### config.mk
export PLATFORM = sky130hd
export DESIGN_NAME = if_fetch_ctrl
export DESIGN_NICKNAME = d
export VERILOG_FILES = /design/src/rtl/if_fetch_ctrl.sv
export SDC_FILE = /design/constraint.sdc
export NUM_CORES = 1
export LEC_CHECK = 0
export ABC_AREA = 1
export BUFFER_PORTS_ARGS = -buffer_cell sky130_fd_sc_hd__buf_2
export CAP_MARGIN = 20
export CORE_ASPECT_RATIO = 1.1
export CORE_MARGIN = 3
export CORE_UTILIZATION = 35
export CTS_BUF_LIST = sky130_fd_sc_hd__clkbuf_16
export CTS_CLUSTER_SIZE = 8
export DETAILED_ROUTE_END_ITERATION = 8
export PLACE_DENSITY = 0.64
export REMOVE_ABC_BUFFERS = 1
export SYNTH_ARGS = -nofsm -noshare
export SYNTH_HDL_FRONTEND = slang
export SYNTH_SLANG_ARGS = --single-unit
### constraint.sdc
create_clock -name clk -period 5.2 [get_ports clk]
set_input_delay 0.26 -clock clk [delete_from_list [all_inputs] [get_ports clk]]
set_output_delay 0.26 -clock clk [all_outputs]
set_load 0.01 [all_outputs]
### src/rtl/if_fetch_ctrl.sv
// Instruction-fetch controller: turns the PC register's fetch requests into
// SRAM-like instruction transactions (one outstanding at most) and presents a
// registered fetch result to IF/ID, with a one-entry skid buffer for stalls
// and discard tracking for transactions overtaken by an exception flush.
module if_fetch_ctrl #(
    parameter int ADDR_W = 32,
    parameter int DATA_W = 32
) (
    input  logic              clk,
    input  logic              rst,
    input  logic [ADDR_W-1:0] pc_i,
    input  logic              ce_i,
    input  logic              stall_i,
    input  logic              flush_i,
    output logic              pc_read_ready_o,
    output logic              addr_ok_o,
    output logic              inst_req_o,
    output logic [ADDR_W-1:0] inst_addr_o,
    input  logic              inst_addr_ok_i,
    input  logic              inst_data_ok_i,
    input  logic [DATA_W-1:0] inst_rdata_i,
    output logic              if_valid_o,
    output logic [ADDR_W-1:0] if_pc_o,
    output logic [DATA_W-1:0] if_inst_o
);

    typedef enum logic [1:0] {
        IDLE = 2'd0,
        ADDR = 2'd1,
        DATA = 2'd2,
        HOLD = 2'd3
    } state_t;

    state_t            state;
    state_t            state_nxt;
    logic [ADDR_W-1:0] req_addr;
    logic              discard;
    logic              discard_nxt;

    // control strobes produced by the next-state logic
    logic              latch_pc;
    logic              load_mem;
    logic              load_skid;
    logic              skid_to_out;
    logic              accept;

    // registered fetch result (the IF/ID-facing stage)
    logic              vld_p1;
    logic [ADDR_W-1:0] pc_p1;
    logic [DATA_W-1:0] inst_p1;

    // one-entry skid buffer used when data returns into a full, stalled stage
    logic              skid_vld;
    logic [ADDR_W-1:0] skid_pc;
    logic [DATA_W-1:0] skid_inst;

    // FSM state register
    always_ff @(posedge clk or negedge rst) begin
        if (!rst) begin
            state <= IDLE;
        end else begin
            state <= state_nxt;
        end
    end

    // Next-state and strobe decode; flush always wins over normal progress
    always_comb begin
        state_nxt   = state;
        discard_nxt = discard;
        latch_pc    = 1'b0;
        load_mem    = 1'b0;
        load_skid   = 1'b0;
        skid_to_out = 1'b0;
        accept      = 1'b0;
        case (state)
            IDLE: begin
                // a flush restarts fetching at the vector even if ce_i is low
                if (flush_i || ce_i) begin
                    state_nxt = ADDR;
                    latch_pc  = 1'b1;
                end
            end
            ADDR: begin
                // the request cannot be withdrawn, so a flush only marks it stale
                if (flush_i) begin
                    discard_nxt = 1'b1;
                end
                if (inst_addr_ok_i) begin
                    state_nxt = DATA;
                    accept    = !discard && !flush_i;
                end
            end
            DATA: begin
                if (inst_data_ok_i) begin
                    if (discard || flush_i) begin
                        // stale word: drop it and fetch from the new PC
                        discard_nxt = 1'b0;
                        state_nxt   = ADDR;
                        latch_pc    = 1'b1;
                    end else if (vld_p1 && stall_i) begin
                        load_skid = 1'b1;
                        state_nxt = HOLD;
                    end else begin
                        load_mem = 1'b1;
                        if (ce_i) begin
                            state_nxt = ADDR;
                            latch_pc  = 1'b1;
                        end else begin
                            state_nxt = IDLE;
                        end
                    end
                end else if (flush_i) begin
                    discard_nxt = 1'b1;
                end
            end
            HOLD: begin
                if (flush_i) begin
                    state_nxt = ADDR;
                    latch_pc  = 1'b1;
                end else if (!stall_i) begin
                    skid_to_out = skid_vld;
                    if (ce_i) begin
                        state_nxt = ADDR;
                        latch_pc  = 1'b1;
                    end else begin
                        state_nxt = IDLE;
                    end
                end
            end
            default: begin
                state_nxt = IDLE;
            end
        endcase
    end

    // Request address and discard flag; the address holds until the next fetch
    always_ff @(posedge clk or negedge rst) begin
        if (!rst) begin
            req_addr <= '0;
            discard  <= 1'b0;
        end else begin
            discard <= discard_nxt;
            if (latch_pc) begin
                req_addr <= pc_i;
            end
        end
    end

    // Output stage: flush clears, a reload beats a same-cycle consume
    always_ff @(posedge clk or negedge rst) begin
        if (!rst) begin
            vld_p1  <= 1'b0;
            pc_p1   <= '0;
            inst_p1 <= '0;
        end else if (flush_i) begin
            vld_p1 <= 1'b0;
        end else if (load_mem) begin
            vld_p1  <= 1'b1;
            pc_p1   <= req_addr;
            inst_p1 <= inst_rdata_i;
        end else if (skid_to_out) begin
            vld_p1  <= 1'b1;
            pc_p1   <= skid_pc;
            inst_p1 <= skid_inst;
        end else if (vld_p1 && !stall_i) begin
            vld_p1 <= 1'b0;
        end
    end

    // Skid valid flag
    always_ff @(posedge clk or negedge rst) begin
        if (!rst) begin
            skid_vld <= 1'b0;
        end else if (flush_i) begin
            skid_vld <= 1'b0;
        end else if (load_skid) begin
            skid_vld <= 1'b1;
        end else if (skid_to_out) begin
            skid_vld <= 1'b0;
        end
    end

    // Skid payload; only meaningful while skid_vld is set
    always_ff @(posedge clk) begin
        if (load_skid) begin
            skid_pc   <= req_addr;
            skid_inst <= inst_rdata_i;
        end
    end

    assign pc_read_ready_o = accept;
    assign addr_ok_o       = accept;
    assign inst_req_o      = (state == ADDR);
    assign inst_addr_o     = req_addr;
    assign if_valid_o      = vld_p1;
    assign if_pc_o         = pc_p1;
    assign if_inst_o       = inst_p1;

endmodule

==> results of run 1 <==
==> layout by cell type, fill, tap and decap left out, types with 3 or more instances in the layout <==
master     netlist  layout
edfxtp_1        64      64
nand2_1        341     340
clkbuf_16        0      17
buf_4           10      10
inv_2            3       3
o21ai_0         69      69
nand3_1         99      98
buf_2           10     169
bufinv_16        0       3
nor2_1           8       7
dfrtp_1        101     101
inv_1           11      15
==> sequential cells by signal, indices dropped and copies added (netlist names) <==
name	flops
if_inst_o	32
if_pc_o	32
skid_inst	32
skid_vld	1
inst_addr_o	32
if_valid_o	1
discard	1
skid_pc	32
state	2
==> cell type report <==
type	count	area, um^2	share of cell area (%)
sequential	165	4449	52.02
multi-input combinational	525	2238	26.17
timing repair buffer	180	930.9	10.88
clock buffer	17	425.4	4.974
tap	247	309.0	3.613
clock inverter	14	147.6	1.726
inverter	14	52.55	0.6144
==> power breakdown <==
part	switching [mW]	internal, mW	total (mW)
Sequential	0.292	1.77	2.06
Combinational	0.885	0.545	1.43
Clock	0.492	0.743	1.23
==> metal layers <==
metal	GRT usage (%)	vias to the layer above	wire, um
met2	28.83	161	9154
met5	0	-	0
met3	4.143	20	1129
li1	-	2776	-
met4	5.584	0	307
met1	22.42	2682	8087
==> cells by family (layout without fill, tap and decap cells) <==
| kind of cell | after synthesis | count (layout) | share of synthesized area [%] |
|---|---|---|---|
| AND/OR/NAND/NOR | 453 | 453 | 26.30 |
| flip-flops | 165 | 165 | 63.32 |
| AO/OA/AOI/OAI | 72 | 72 | 5.235 |
| buffers and inverters | 65 | 225 | 5.146 |
==> path summary, 6_finish.rpt <==
kind	startpoint	end	slack [ns]	depth (start not counted)
max	state[1]	if_pc_o[31]	2.14	7
min	inst_rdata_i[12]	skid_inst[12]	0.03	1
max reg2reg	state[1]	if_pc_o[31]	2.14	7
min reg2reg	if_inst_o[21]	if_inst_o[21]	0.50	2
max in group asynchronous	rst	if_pc_o[0]	3.59	3
min in group asynchronous	rst	if_inst_o[26]	0.45	2
==> worst register-to-register path, cell delays in order, from the launching register on <==
cell and delay [ns]:
dfrtp_1 0.41, nand2_1 0.13, nor2_1 0.20, nand3_4 0.69, nand2_2 0.82, buf_4 0.54, nand2_1 0.14, nand2_1 0.07
==> metrics by stage <==
stage	utilization, %	setup slack, ns	total power [mW]	hold WS (ns)
detailed placement	41.02	2.099	3.548	0.3972
finish	44.02	2.144	4.729	0.03276
global placement	41.02	2.116	3.511	0.3865
CTS	44.02	2.082	4.799	0.01527
floorplan	-	0.7491	2.811	-0.03559
global route	44.02	1.812	5.062	0.01513
==> repair_timing <==
| item | CTS | global route |
|---|---|---|
| gates resized for setup | 0 | 0 |
| hold endpoints to repair | 54 | 0 |
| hold buffers | 1 | 0 |
==> results.toml, run 1 <==
[status]
status = "completed"

[finish]
layout.nets = 974
fin_area_um2 = 8553
diodes = 0
drive_gt1_share_pct = 23.39
fillers = 1912
syn_to_final_growth_pct = 21.72
layout.cells.non_filler = 1162

[yosys]
syn_avg_cell_area_um2 = 9.307
synth.area.top_cells = "dfrtp_1 (36%), edfxtp_1 (27%), nand2_1 (18%), nand3_1 (7.1%), o21ai_0 (4.9%)"
synth_area_um2 = 7027
yosys_most_used_dff = "dfrtp_1"
yosys-top-cells-count = "nand2_1 (341), dfrtp_1 (101), nand3_1 (99)"
yosys.area.top_type_share_pct = 35.97
ys_ff_latch = 165
ys_seq_area_share_pct = 63.32
syn_inst = 755
ys_types = 20
yosysTopAreaCell = "dfrtp_1"
ys_async_sr_fraction_pct = 61.21
synth_warnings = 0
synth_most_common_cell = "nand2_1"
synth-edff-count = 64

[placed_design]
io_buffers = 170
dpl_cell_area_um2 = 7970
post-dp-hpwl_um = 11170
place_inst = 1130
gp_congestion = 0.8142

[grt]
grt_pass1_vias = 5598
grt_max_degree = 68
globalRouteOverflowTotal = 0
grt_pass1_wl_um = 30020
grtUsageTotal_pct = 17.36
antenna_found_initial = 0

[clock_tree]
cts_buffers = 17
tritoncts = "built"
cts.sinks = 165
cts_root_buf = "clkbuf_16"
clk_latency_ns = 0.41
clockBufferDepth = 2
clk_pin_slew_worst_paths_ns = 0.06
htreeDepth = 4
post_cts_buffers = 0

[critical_path]
critPathRequiredTime_ns = 5.54
worst_path_most_repeated_cell = "nand2_1"
start_kind = "flip-flop"
cp-end-kind = "flip-flop"
cp_cell_sequence = "nand2_1 -> nor2_1 -> nand3_4 -> nand2_2 -> buf_4 -> nand2_1 -> nand2_1"
crit_type = "reg2reg"
critPathArrivalTime_ns = 3.40
crit_family = "simple AND/OR/NAND/NOR gates"
slowest_stage = "nand2_2"
cpPeakStageDelay_ns = 0.81
critPathBufInv = 1
cp_max_fo = 67

[die]
io-pin-count = 171
start_util_pct = 36.16
dieArea_um2 = 21810
core_um2 = 19430
num_rows = 53
die_w_um = 141.1
dieHeight_um = 154.6

[job]
drv_cap = 0

[detailed_routing]
ant_nets = 0
wl_um = 18680
via_count = 5639
drtIter0Drc = 349
routedWlPerCell_um = 16.07
via_per_inst = 4.853
first_pass_iters = 5
remaining_drc_errors = 0

[timing]
clock-skew-final_ns = 0.008567
rsz0062_at_grt = "false"
final_hold_viol_count = 0
worstMarginPinSlew_ns = 0.8892
setup_viol = 0
fmax_mhz = 327.2
period_minus_slack_ns = 3.056
fin_crit_sh_pct = 58.77
slew_headroom_pct = 40.58
slew_viol_final = 0
setup_tns_ns = 0

[power_and_ir_drop]
power.density_nw_per_um2 = 552.9
power_leakage_nw = 4.246
ir_drop_mv = 0.2288

[hold_path]
hp-class = "in2reg"
No activity file was read; power rests on OpenSTA's default activity.
==> inputs of run 2 (changes only) <==
clock period = 3.1 ns   (was 5.2 ns; I/O delays follow)
==> results.toml, run 2 (synthesis gave the netlist of run 1 again) <==
[status]
status = "completed"

[timing]
slew_headroom_pct = 47.29
setup_viol = 0
worstMarginPinSlew_ns = 0.7907
fmax_mhz = 502.4
setup_tns_ns = 0
slew_viol_final = 0
rsz0062_at_grt = "false"
fin_crit_sh_pct = 64.20
fin_ws_ns = 1.110
final_hold_viol_count = 0
period_minus_slack_ns = 1.990
clock-skew-final_ns = 0.008047

[grt]
globalRouteOverflowTotal = 0
grt_pass1_wl_um = 29990
grt_pass1_vias = 5726
grtUsageTotal_pct = 17.34
antenna_found_initial = 0
grt_max_degree = 67

[detailed_routing]
wl_um = 18760
ant_nets = 0
via_count = 5816
routedWlPerCell_um = 15.21
remaining_drc_errors = 0
first_pass_iters = 4
via_per_inst = 4.713
drtIter0Drc = 277

[finish]
layout.cells.non_filler = 1234
layout_commonest_cell = "nand2_1"
fillers = 1816
diodes = 0
drive_gt1_share_pct = 22.49
layout_common_cells = "nand2_1 (340), buf_2 (169), dfrtp_1 (101), nand3_1 (98), o21ai_0 (69)"
postLayoutCoreUtil_pct = 47.68
syn_to_final_growth_pct = 31.84
layout.nets = 1045

[clock_tree]
htreeDepth = 4
cts_root_buf = "clkbuf_16"
hold_buffers = 66
post_cts_buffers = 0
cts.sinks = 165
clk_pin_slew_worst_paths_ns = 0.06
tritoncts = "built"
clk_latency_ns = 0.42
cts_resized = 0
clockBufferDepth = 2
cts_buffers = 17

[placed_design]
post-dp-hpwl_um = 11160
place_inst = 1136
gp_congestion = 0.8109
io_buffers = 170
dp_slack_ns = 1.071

[critical_path]
start_kind = "flip-flop"
critPathArrivalTime_ns = 2.35
r2r_cells = 9
rrSetupSlack_ns = 1.11
cp-end-kind = "flip-flop"
startpoint = "state[0]"
worstReg2RegStart = "state[0]"
critPathRequiredTime_ns = 3.46
crit_type = "reg2reg"
cp_max_fo = 64
r2r_end = "if_inst_o[2]"

[die]
dieArea_um2 = 21810
core_um2 = 19430
io-pin-count = 171
die_w_um = 141.1
start_util_pct = 36.16
num_rows = 53
dieHeight_um = 154.6

[hold_path]
hold_start = "inst_addr_ok_i"
worstHoldPathCells = 5
holdPathEnd = "state[0]"
hp-class = "in2reg"

[power_and_ir_drop]
power_leakage_nw = 4.540
ir_drop_mv = 0.3976
finalPower_mw = 7.926
power.density_nw_per_um2 = 855.6

[job]
drv_cap = 0
[run 2: cell types whose count changed in the layout (fill, tap and decap cells not counted)]
cell / change
clkbuf_16: +1
clkinv_2: -1
buf_12: +2
clkinv_4: +2
inv_1: -1
inv_6: +1
clkinvlp_4: +1
bufinv_16: -2
dlygate4sd3_1: +65
buf_4: +4
[run 2: report_power, final]
group          switching, mW  internal, mW
combinational           1.50         0.979
sequential             0.481          2.97
clock                  0.850          1.15
total                   2.83          5.10
[run 2: critical path: stages, from the launching register on]
cell and delay, ns:
dfrtp_1 0.40, inv_2 0.09, nand3_2 0.07, buf_4 0.26, nor2_4 0.16, buf_4 0.58, nand2_1 0.12, nand2_1 0.10
nand2_1 0.05, nand2_1 0.07
[run 2: worst max-delay path by stage]
stage	end
5_1_grt	if_inst_o[19]
6_report	if_inst_o[2]
4_1_cts	if_inst_o[2]
2_1_floorplan	skid_inst[0]
3_3_place_gp	if_inst_o[6]
3_5_place_dp	if_inst_o[2]
[run 2: area by class of cell]
cell class	instances	area (um^2)	share of cell area, %
Sequential cell	165	4449	48.03
Multi-Input combinational cell	525	2238	24.16
Timing Repair Buffer	251	1652	17.83
Clock buffer	18	450.4	4.862
Tap cell	247	309.0	3.336
Clock inverter	14	112.6	1.216
Inverter	14	52.55	0.5673
[run 2: layer usage]
metal	track usage (%)	vias to the layer above	wire length, um
met5	0	-	0
met4	5.584	0	235
met2	30.56	174	9586
li1	-	2921	-
met3	3.556	17	983
met1	21.23	2704	7957
[run 2: metrics by stage]
stage | hold slack [ns] | cell area [um^2]
after global placement | 0.2324 | 8040
final | 0.1509 | 9264
after detailed placement | 0.2335 | 8040
after CTS | 0.1247 | 9264
after global routing | 0.1458 | 9264
after floorplan | -0.1406 | 6718
==> inputs of run 3 (changes only) <==
PLACE_DENSITY = 0.66   (was 0.64)
clock period = 1.8 ns   (was 3.1 ns; I/O delays follow)
==> results.toml, run 3 (synthesis gave the netlist of run 1 again) <==
[critical_path]
crit_family = "simple AND/OR/NAND/NOR gates"
start_kind = "flip-flop"
worst_path_most_repeated_cell = "nand2_1"
cpPeakStageDelay_ns = 0.45
slowest_stage = "dfrtp_1"
critPathArrivalTime_ns = 1.98
critPathBufInv = 1
crit_type = "reg2reg"
cp_cell_sequence = "nand2_1 -> nor2_1 -> nand3_4 -> nand2_2 -> buf_4 -> nand2_1 -> nand2_1"
cp_max_fo = 28
critPathRequiredTime_ns = 2.15
cp-end-kind = "flip-flop"

[timing]
rsz0062_at_grt = "false"
fmax_mhz = 615.4
worst_hold_slack_ns = 0.08090
period_minus_slack_ns = 1.625
final_hold_viol_count = 0
setup_viol = 0
worstMarginPinSlew_ns = 0.4180
slew_viol_final = 0
clock-skew-final_ns = 0.007019
slew_headroom_pct = 72.14
fin_ws_ns = 0.1750
fin_crit_sh_pct = 90.28

[clock_tree]
clk_latency_ns = 0.41
clk_pin_slew_worst_paths_ns = 0.06
tritoncts = "built"
clockBufferDepth = 2
cts_root_buf = "clkbuf_16"
cts_buffers = 17
cts.sinks = 165
htreeDepth = 4

[placed_design]
gp_congestion = 0.7853
post-dp-hpwl_um = 11760
place_inst = 1140
io_buffers = 170
dp_slack_ns = 0.2018

[finish]
syn_to_final_growth_pct = 32.80
layout_common_cells = "nand2_1 (340), buf_2 (169), dfrtp_1 (101), nand3_1 (98), o21ai_0 (69)"
fillers = 1817
layout.nets = 1049
diodes = 0
drive_gt1_share_pct = 22.65
layout_commonest_cell = "nand2_1"
postLayoutCoreUtil_pct = 48.03
layout.cells.non_filler = 1236

[grt]
grt_pass1_vias = 5741
globalRouteOverflowTotal = 0
grt_max_degree = 66
grtUsageTotal_pct = 17.78
grt_pass1_wl_um = 30720
antenna_found_initial = 0

[detailed_routing]
drtIter0Drc = 311
wl_um = 19380
remaining_drc_errors = 0
routedWlPerCell_um = 15.68
via_count = 5955
ant_nets = 0
via_per_inst = 4.818
first_pass_iters = 5

[power_and_ir_drop]
finalPower_mw = 13.61
power_leakage_nw = 4.571
power.density_nw_per_um2 = 1459
ir_drop_mv = 0.6807

[die]
num_rows = 53
dieHeight_um = 154.6
die_w_um = 141.1
start_util_pct = 36.16
io-pin-count = 171
dieArea_um2 = 21810
core_um2 = 19430

[status]
status = "completed"

[job]
drv_cap = 0

[hold_path]
hp-class = "in2reg"
-- run 3: cell count changes in the layout (fill, tap and decap cells not counted), moves of 2 or more --
cell,before,now
buf_4,14,12
clkinvlp_4,2,0
buf_12,2,8
inv_6,2,0
-- run 3: path summary, 6_finish.rpt --
check,start,end,slack [ns],depth (start not counted)
min in group asynchronous,rst,if_inst_o[1],0.21,3
max in group asynchronous,rst,inst_addr_o[27],1.30,3
min reg2reg,inst_addr_o[20],skid_pc[20],0.50,0
max reg2reg,state[1],if_inst_o[25],0.17,7
max,state[1],if_inst_o[25],0.17,7
min,stall_i,if_valid_o,0.08,3
-- run 3: routing by layer --
| metal | GRT usage, % | vias to the layer above | share of wire (%) |
|---|---|---|---|
| met5 | 0 | - | 0 |
| met4 | 4.845 | 0 | 1.3 |
| met3 | 4.731 | 18 | 5.7 |
| met2 | 29.24 | 188 | 48 |
| met1 | 23.30 | 2824 | 45 |
| li1 | - | 2925 | - |
-- run 3: power breakdown --
group          internal (mW)  leakage [nW]  switching [mW]
Sequential              5.12          1.86           0.835
Combinational           1.76          2.44            2.63
Clock                   1.86         0.269            1.41
-- run 3: worst min-delay path, cell delays in order --
cell	delay, ns
buf_2	0.12
nand2_1	0.14
o211ai_1	0.10
-- run 3: layout make-up --
class | count | area, um^2 | area share [%]
multi-input cells | 525 | 2241 | 24.01
repair buffers | 255 | 1757 | 18.83
clock buffers | 17 | 425.4 | 4.559
flip-flops and latches | 165 | 4449 | 47.68
clock inverters | 13 | 97.59 | 1.046
inverters | 14 | 52.55 | 0.5632
well taps | 247 | 309.0 | 3.312
-- run 3: what timing repair did --
| action | CTS | global route |
|---|---|---|
| setup endpoints to repair | 0 | 1 |
| hold buffers | 66 | 0 |
| gates resized for setup | 0 | 1 |
| buffers inserted | 0 | 0 |
| endpoints found under the hold margin | 197 | 0 |
-- run 3: per-stage QoR --
stage	TNS (ns)	area, um^2
after floorplan	-315.14	6718
after global placement	0	8145
after detailed placement	0	8145
after CTS	0	9329
after global routing	0	9331
final	0	9331
